`config.mk`:
```
export PLATFORM = sky130hd
export DESIGN_NAME = acq_run_sequencer
export DESIGN_NICKNAME = d
export VERILOG_FILES = /design/src/rtl/acq_run_sequencer_pkg.sv /design/src/rtl/acq_run_sequencer_rise_detect.sv /design/src/rtl/acq_run_sequencer.sv
export SDC_FILE = /design/constraint.sdc
export NUM_CORES = 1
export LEC_CHECK = 0
export BUFFER_PORTS_ARGS = -buffer_cell sky130_fd_sc_hd__buf_2
export CAP_MARGIN = 10
export CORE_ASPECT_RATIO = 1.1
export CORE_MARGIN = 1
export CORE_UTILIZATION = 24
export DETAILED_ROUTE_END_ITERATION = 16
export PLACE_DENSITY_LB_ADDON = 0.2
export SYNTH_ARGS = -nofsm -noshare
export SYNTH_HDL_FRONTEND = slang
export SYNTH_SLANG_ARGS = --single-unit
```
`constraint.sdc`:
```
create_clock -name clk -period 2.56 [get_ports clk]
set_input_delay 0.128 -clock clk [delete_from_list [all_inputs] [get_ports clk]]
set_output_delay 0.128 -clock clk [all_outputs]
set_load 0.03 [all_outputs]
```
`src/rtl/acq_run_sequencer_pkg.sv`:
```
`default_nettype none
// ============================================================================
// Module   : acq_run_sequencer_pkg
// Desc     : Shared state encoding and default widths for the acquisition
//            run sequencer.
// Revision : 1.0  initial release
// ============================================================================
package acq_run_sequencer_pkg;

  localparam int unsigned c_cnt_w_dflt    = 24;
  localparam int unsigned c_idx_w_dflt    = 20;
  localparam int unsigned c_min_fs_dflt   = 3;
  localparam int unsigned c_trig_to_dflt  = 32'h00FF_FFFF;
  localparam int unsigned c_stop_gap_dflt = 4;

  typedef enum logic [1:0] {
    ST_IDLE = 2'd0,
    ST_ARM  = 2'd1,
    ST_RUN  = 2'd2,
    ST_STOP = 2'd3
  } state_t;

endpackage
`default_nettype wire

```
`src/rtl/acq_run_sequencer_rise_detect.sv`:
```
`default_nettype none
// ============================================================================
// Module   : acq_run_sequencer_rise_detect
// Desc     : 1-bit registered rising-edge detector; history clears on reset.
// Revision : 1.0  initial release
// ============================================================================
module acq_run_sequencer_rise_detect (
  input  logic clk,
  input  logic reset,
  input  logic sig,
  output logic rise
);

  logic r_sig_d;

  always_ff @(posedge clk) begin
    if (reset) begin
      r_sig_d <= 1'b0;
    end else begin
      r_sig_d <= sig;
    end
  end

  assign rise = sig & ~r_sig_d;

endmodule
`default_nettype wire

```
`src/rtl/acq_run_sequencer.sv`:
```
`default_nettype none
// ============================================================================
// Module   : acq_run_sequencer
// Desc     : Run-level controller for the sampling-clock generator and the
//            ADC/DAC sample path: start/stop, shadow config, sample strobes.
// Revision : 1.0  initial release
// ============================================================================
module acq_run_sequencer
  import acq_run_sequencer_pkg::*;
#(
  parameter int unsigned CNT_W      = c_cnt_w_dflt,
  parameter int unsigned IDX_W      = c_idx_w_dflt,
  parameter int unsigned MIN_FS_CNT = c_min_fs_dflt,
  parameter int unsigned TRIG_TO    = c_trig_to_dflt,
  parameter int unsigned STOP_GAP   = c_stop_gap_dflt
) (
  input  logic             clk,
  input  logic             reset,
  input  logic             host_start,
  input  logic             host_stop,
  input  logic [CNT_W-1:0] cfg_fs_cnt_max,
  input  logic [IDX_W-1:0] cfg_num_samples,
  input  logic             trigger,
  input  logic             fs_clk,
  input  logic             fifo_full,
  output logic             gen_start,
  output logic [CNT_W-1:0] gen_fs_cnt_max,
  output logic             sample_strobe,
  output logic [IDX_W-1:0] sample_idx,
  output logic             busy,
  output logic             done,
  output logic             err_overrun,
  output logic             err_trig_to
);

  localparam int unsigned c_gap_w = $clog2(STOP_GAP + 1);

  localparam logic [CNT_W-1:0]   c_min_fs    = CNT_W'(MIN_FS_CNT);
  localparam logic [CNT_W-1:0]   c_trig_last = CNT_W'(TRIG_TO - 1);
  localparam logic [CNT_W-1:0]   c_cnt_one   = CNT_W'(1);
  localparam logic [IDX_W-1:0]   c_idx_one   = IDX_W'(1);
  localparam logic [c_gap_w-1:0] c_gap_one   = c_gap_w'(1);
  localparam logic [c_gap_w-1:0] c_gap_done  = c_gap_w'(STOP_GAP - 2);
  localparam logic [c_gap_w-1:0] c_gap_last  = c_gap_w'(STOP_GAP - 1);

  state_t             r_state;
  logic               r_gen_start;
  logic [CNT_W-1:0]   r_gen_fs_cnt_max;
  logic [IDX_W-1:0]   r_num_samples;
  logic               r_sample_strobe;
  logic [IDX_W-1:0]   r_sample_idx;
  logic               r_busy;
  logic               r_done;
  logic               r_err_overrun;
  logic               r_err_trig_to;
  logic               r_adv;
  logic [CNT_W-1:0]   r_to_cnt;
  logic [c_gap_w-1:0] r_gap_cnt;

  logic               w_start_rise;
  logic               w_fs_rise;
  logic               w_stop_req;
  logic               w_last_sample;
  logic [CNT_W-1:0]   w_fs_floor;

  acq_run_sequencer_rise_detect u_start_rise (
    .clk   (clk),
    .reset (reset),
    .sig   (host_start),
    .rise  (w_start_rise)
  );

  acq_run_sequencer_rise_detect u_fs_rise (
    .clk   (clk),
    .reset (reset),
    .sig   (fs_clk),
    .rise  (w_fs_rise)
  );

  assign w_stop_req    = host_stop | ~host_start;
  assign w_fs_floor    = (cfg_fs_cnt_max < c_min_fs) ? c_min_fs : cfg_fs_cnt_max;
  assign w_last_sample = (r_num_samples != '0) &&
                         (r_sample_idx == (r_num_samples - c_idx_one));

  // r_adv marks the strobe cycle (issued or suppressed); the index moves on
  // only after that cycle so the strobe carries its own index.
  always_ff @(posedge clk) begin
    if (reset) begin
      r_state          <= ST_IDLE;
      r_gen_start      <= 1'b0;
      r_gen_fs_cnt_max <= '0;
      r_num_samples    <= '0;
      r_sample_strobe  <= 1'b0;
      r_sample_idx     <= '0;
      r_busy           <= 1'b0;
      r_done           <= 1'b0;
      r_err_overrun    <= 1'b0;
      r_err_trig_to    <= 1'b0;
      r_adv            <= 1'b0;
      r_to_cnt         <= '0;
      r_gap_cnt        <= '0;
    end else begin
      r_sample_strobe <= 1'b0;
      r_done          <= 1'b0;
      r_adv           <= 1'b0;
      if (r_adv) begin
        r_sample_idx <= r_sample_idx + c_idx_one;
      end

      case (r_state)
        ST_IDLE: begin
          r_gen_start <= 1'b0;
          r_busy      <= 1'b0;
          if (w_start_rise) begin
            r_gen_fs_cnt_max <= w_fs_floor;
            r_num_samples    <= cfg_num_samples;
            r_err_overrun    <= 1'b0;
            r_err_trig_to    <= 1'b0;
            r_sample_idx     <= '0;
            r_to_cnt         <= '0;
            r_gen_start      <= 1'b1;
            r_busy           <= 1'b1;
            r_state          <= ST_ARM;
          end
        end

        ST_ARM: begin
          r_to_cnt <= r_to_cnt + c_cnt_one;
          if (w_stop_req) begin
            r_gen_start <= 1'b0;
            r_gap_cnt   <= '0;
            r_state     <= ST_STOP;
          end else if (trigger) begin
            r_state <= ST_RUN;
          end else if (r_to_cnt == c_trig_last) begin
            r_err_trig_to <= 1'b1;
            r_gen_start   <= 1'b0;
            r_gap_cnt     <= '0;
            r_state       <= ST_STOP;
          end
        end

        ST_RUN: begin
          if (w_stop_req) begin
            r_gen_start <= 1'b0;
            r_gap_cnt   <= '0;
            r_state     <= ST_STOP;
          end else begin
            if (w_fs_rise) begin
              r_sample_strobe <= ~fifo_full;
              r_adv           <= 1'b1;
              if (fifo_full) begin
                r_err_overrun <= 1'b1;
              end
            end
            if (r_adv && w_last_sample) begin
              r_gen_start <= 1'b0;
              r_gap_cnt   <= '0;
              r_state     <= ST_STOP;
            end
          end
        end

        ST_STOP: begin
          r_gap_cnt <= r_gap_cnt + c_gap_one;
          r_done    <= (r_gap_cnt == c_gap_done);
          if (r_gap_cnt == c_gap_last) begin
            r_busy  <= 1'b0;
            r_state <= ST_IDLE;
          end
        end

        default: begin
          r_gen_start <= 1'b0;
          r_busy      <= 1'b0;
          r_state     <= ST_IDLE;
        end
      endcase
    end
  end

  assign gen_start      = r_gen_start;
  assign gen_fs_cnt_max = r_gen_fs_cnt_max;
  assign sample_strobe  = r_sample_strobe;
  assign sample_idx     = r_sample_idx;
  assign busy           = r_busy;
  assign done           = r_done;
  assign err_overrun    = r_err_overrun;
  assign err_trig_to    = r_err_trig_to;

endmodule
`default_nettype wire

```
==> run_results.csv <==
group,metric,value,unit
grt,grt_pass1_wl,22800,microns
finish,fill_cells,2137,
timing,whs,0.0139,ns
timing,rsz0062_at_grt,"true",
critical_path,rr_endpoint,"gen_start",
place,numPortBuffers,100,
critical_path,critPathKind,"reg2reg",
finish,finalNonFillerCells,990,
finish,antenna_cells,0,
drt,wire_per_inst,14.0,microns
clock_tree,clk_latency,0.35,ns
clock_tree,clk_pin_slew,0.08,ns
grt,grtUsageTotal,0.136,
outcome,failed_checks,"design-rule violations, negative setup slack",
synthesis,ys_ff_latch,102,
critical_path,critPathMaxStageDelay,0.50,ns
synthesis,netlist.area_leader.share,0.414,
critical_path,ff2ff_setup_slack,-0.30,ns
worst_hold_path,hold_class,"in2reg",
floorplan,core,0.0200,sq mm
run,maxCapViolations,0,
drt,drc,3,
timing,relSlewSlack,0.597,
finish,drive_gt1_frac,0.270,
drt,drtAntennaViolNets,0,
drt,drt-initial-drc-count,229,
clock_tree,cts_buffers,9,
floorplan,die_area,0.0211,sq mm
synthesis,seq_area_frac_synth,0.414,
grt,antenna_found_initial,0,
floorplan,rows,54,
timing,setup_viol,6,
floorplan,die_w,139,microns
critical_path,worstSetupStartpointType,"flip-flop",
critical_path,reg2reg_from,"r_num_samples[1]",
synthesis,synthFlopType,"dfxtp_1",
timing,skew,0.00888,ns
clock_tree,cts_num_sinks,102,
grt,grt_pass1_vias,4534,
worst_hold_path,min_path_cells,3,
synthesis,syn_inst,576,
synthesis,async_flop_share,0,
synthesis,ys_types,63,
critical_path,cp_slowest_cell,"a2111oi_2",
synthesis,yosysTopAreaCell,"dfxtp_1",
finish,area_growth,32.8,%
synthesis,synth_edf_count,0,
synthesis,synth_warnings,0,
timing,min_period_over_period,1.12,
power,power_per_cell_area,742,mW/mm^2
finish,utilization,0.328,
timing,layout_min_cycle_time,2.86,ns
critical_path,crit_arrival,3.10,ns
timing,slew_violations,0,
floorplan,top_level_ports,101,
synthesis,synth_area,0.00494,sq mm
power,power.total,4.86,mW
critical_path,reg2reg_depth,10,
synthesis,netlist_top_cells_count,"dfxtp_1, nand2_1, nor2_1, a21oi_1, xor2_1",
timing,finalSetupTns,-1.35,ns
worst_hold_path,hp-start,"cfg_num_samples[5]",
clock_tree,ctsRootBufferMaster,"clkbuf_16",
drt,totalWireLength,13900,microns
timing,fin_ws,-0.300,ns
synthesis,yosysMostFrequentCell,"dfxtp_1",
worst_hold_path,hold_end,"r_num_samples[5]",
place,dp_hpwl,10600,microns
timing,fmax,350,MHz
drt,routed_via_density,4.63,
clock_tree,h-tree-depth,3,
drt,dr.pass1.iters,10,
critical_path,crit_chain,"inv_4, ha_4, xor2_2, o211ai_1, a2111oi_2, o21ai_1, or4_4, or2_4, o221ai_2, mux2_4",
critical_path,cp_max_fo,4,
power,p_leak,2.73,nW
synthesis,syn_avg_cell_area,8.57,sq um
drt,via_count,4583,
grt,grt_max_degree,28,
power,vdd_drop_max,0.000334,V
clock_tree,cts_buffer_depth,2,
critical_path,crit_required,2.80,ns
synthesis,yosys-top-cells-area,"dfxtp_1, nand2_1, xor2_1",
outcome,outcome,"complete, but fails checks",
place,routabilityCongestion,0.773,
finish,finalNetCount,797,
place,placedCellCount,951,
floorplan,start_util,0.247,
floorplan,die_h,152,microns
synthesis,synth_nets,640,
grt,overflow,0,
timing,hold_viol,0,
clock_tree,cts_tree,"done",
critical_path,end_kind,"flip-flop",
timing,tightestPinTransition,0.602,ns
-- worst max-delay path: cells and delay by family, from the launching register on --
family	cells	cell delay, ns
xor+xnor	1	0.13
compound gates	4	0.91
simple gates	2	0.71
buf+inv	1	0.04
flops	1	0.38
mux	1	0.32
fa+ha+maj	1	0.26
-- layout by cell type, fill, tap and decap left out, types with 3 or more instances in the layout --
master and n:
mux2i_1 3, xor2_1 31, and3_1 8, ha_1 12
clkbuf_16 9, o21ai_1 5, buf_2 100, nand4_1 13
inv_1 14, dfxtp_1 99, or3_1 10, nand3_1 25
a22o_1 18, o21ai_0 12, nor2_1 62, xnor2_1 29
nor2b_1 7, nand2_1 85, and4_1 4, nor4_1 9
o31ai_1 3, a211o_1 3, dlygate4sd3_1 19, nor3_1 7
a21oi_1 34, buf_4 50
-- metrics by stage --
step,setup WS (ns),instance area (sq um)
CTS,-0.205,6490
global route,-0.359,6560
global placement,-0.327,5970
finish,-0.300,6560
floorplan,-0.0873,4970
detailed placement,-0.423,5970
-- flip-flops by register name, indices dropped and copies added, names as in the netlist --
name / flops
r_gap_cnt: 3
gen_start: 1
r_num_samples: 20
err_trig_to: 1
gen_fs_cnt_max: 24
sample_strobe: 1
err_overrun: 1
sample_idx: 20
r_adv: 1
r_to_cnt: 24
r_state: 2
done: 1
u_start_rise.r_sig_d: 1
u_fs_rise.r_sig_d: 1
busy: 1
-- worst max path at each step --
stage	startpoint	end	depth (start not counted)	slack (ns)
floorplan	r_num_samples[2]	r_gap_cnt[1]	10	-0.09
global placement	r_num_samples[1]	gen_start	10	-0.33
detailed placement	r_num_samples[1]	r_gap_cnt[1]	10	-0.42
CTS	r_num_samples[1]	r_gap_cnt[1]	10	-0.21
global route	r_num_samples[0]	r_gap_cnt[1]	10	-0.36
finish	r_num_samples[1]	gen_start	10	-0.30
-- cell families after synthesis --
kind of cell	synth area share
buf+inv	0.0471
simple gates	0.256
xor+xnor	0.108
flops	0.414
compound gates	0.131
fa+ha+maj	0.0330
mux	0.0106
-- power by group --
part           internal (mW)  switching (mW)  total [mW]  leakage, nW
Sequential              1.72           0.128        1.85        0.830
Combinational          0.699           0.946        1.64         1.75
Clock                  0.706           0.661        1.37        0.147
-- per-layer routing --
layer	track usage	vias up	share of wire
met5	0	-	0
met4	0.0545	0	0.016
met3	0.0258	14	0.041
met2	0.232	86	0.49
met1	0.167	2160	0.45
li1	-	2323	-
-- area by class of cell --
| class | count | area (sq um) | area share |
|---|---|---|---|
| clock buffer | 10 | 239 | 0.0365 |
| clock inverter | 6 | 53.8 | 0.00821 |
| inverter | 17 | 66.3 | 0.0101 |
| multi-input combinational | 432 | 2740 | 0.419 |
| sequential | 102 | 2050 | 0.312 |
| tap | 252 | 315 | 0.0481 |
| timing repair buffer | 171 | 1090 | 0.166 |
-- repair_timing --
item / in CTS / in global routing
hold buffers: 19 / 0
endpoints found under the setup margin: 6 / 10
setup buffers: 1 / 1
endpoints found under the hold margin: 19 / 0
gates cloned: 0 / 0
gates resized for setup: 11 / 9
pin swaps: 10 / 6
Note: power is estimated with default switching activity, not from simulation.
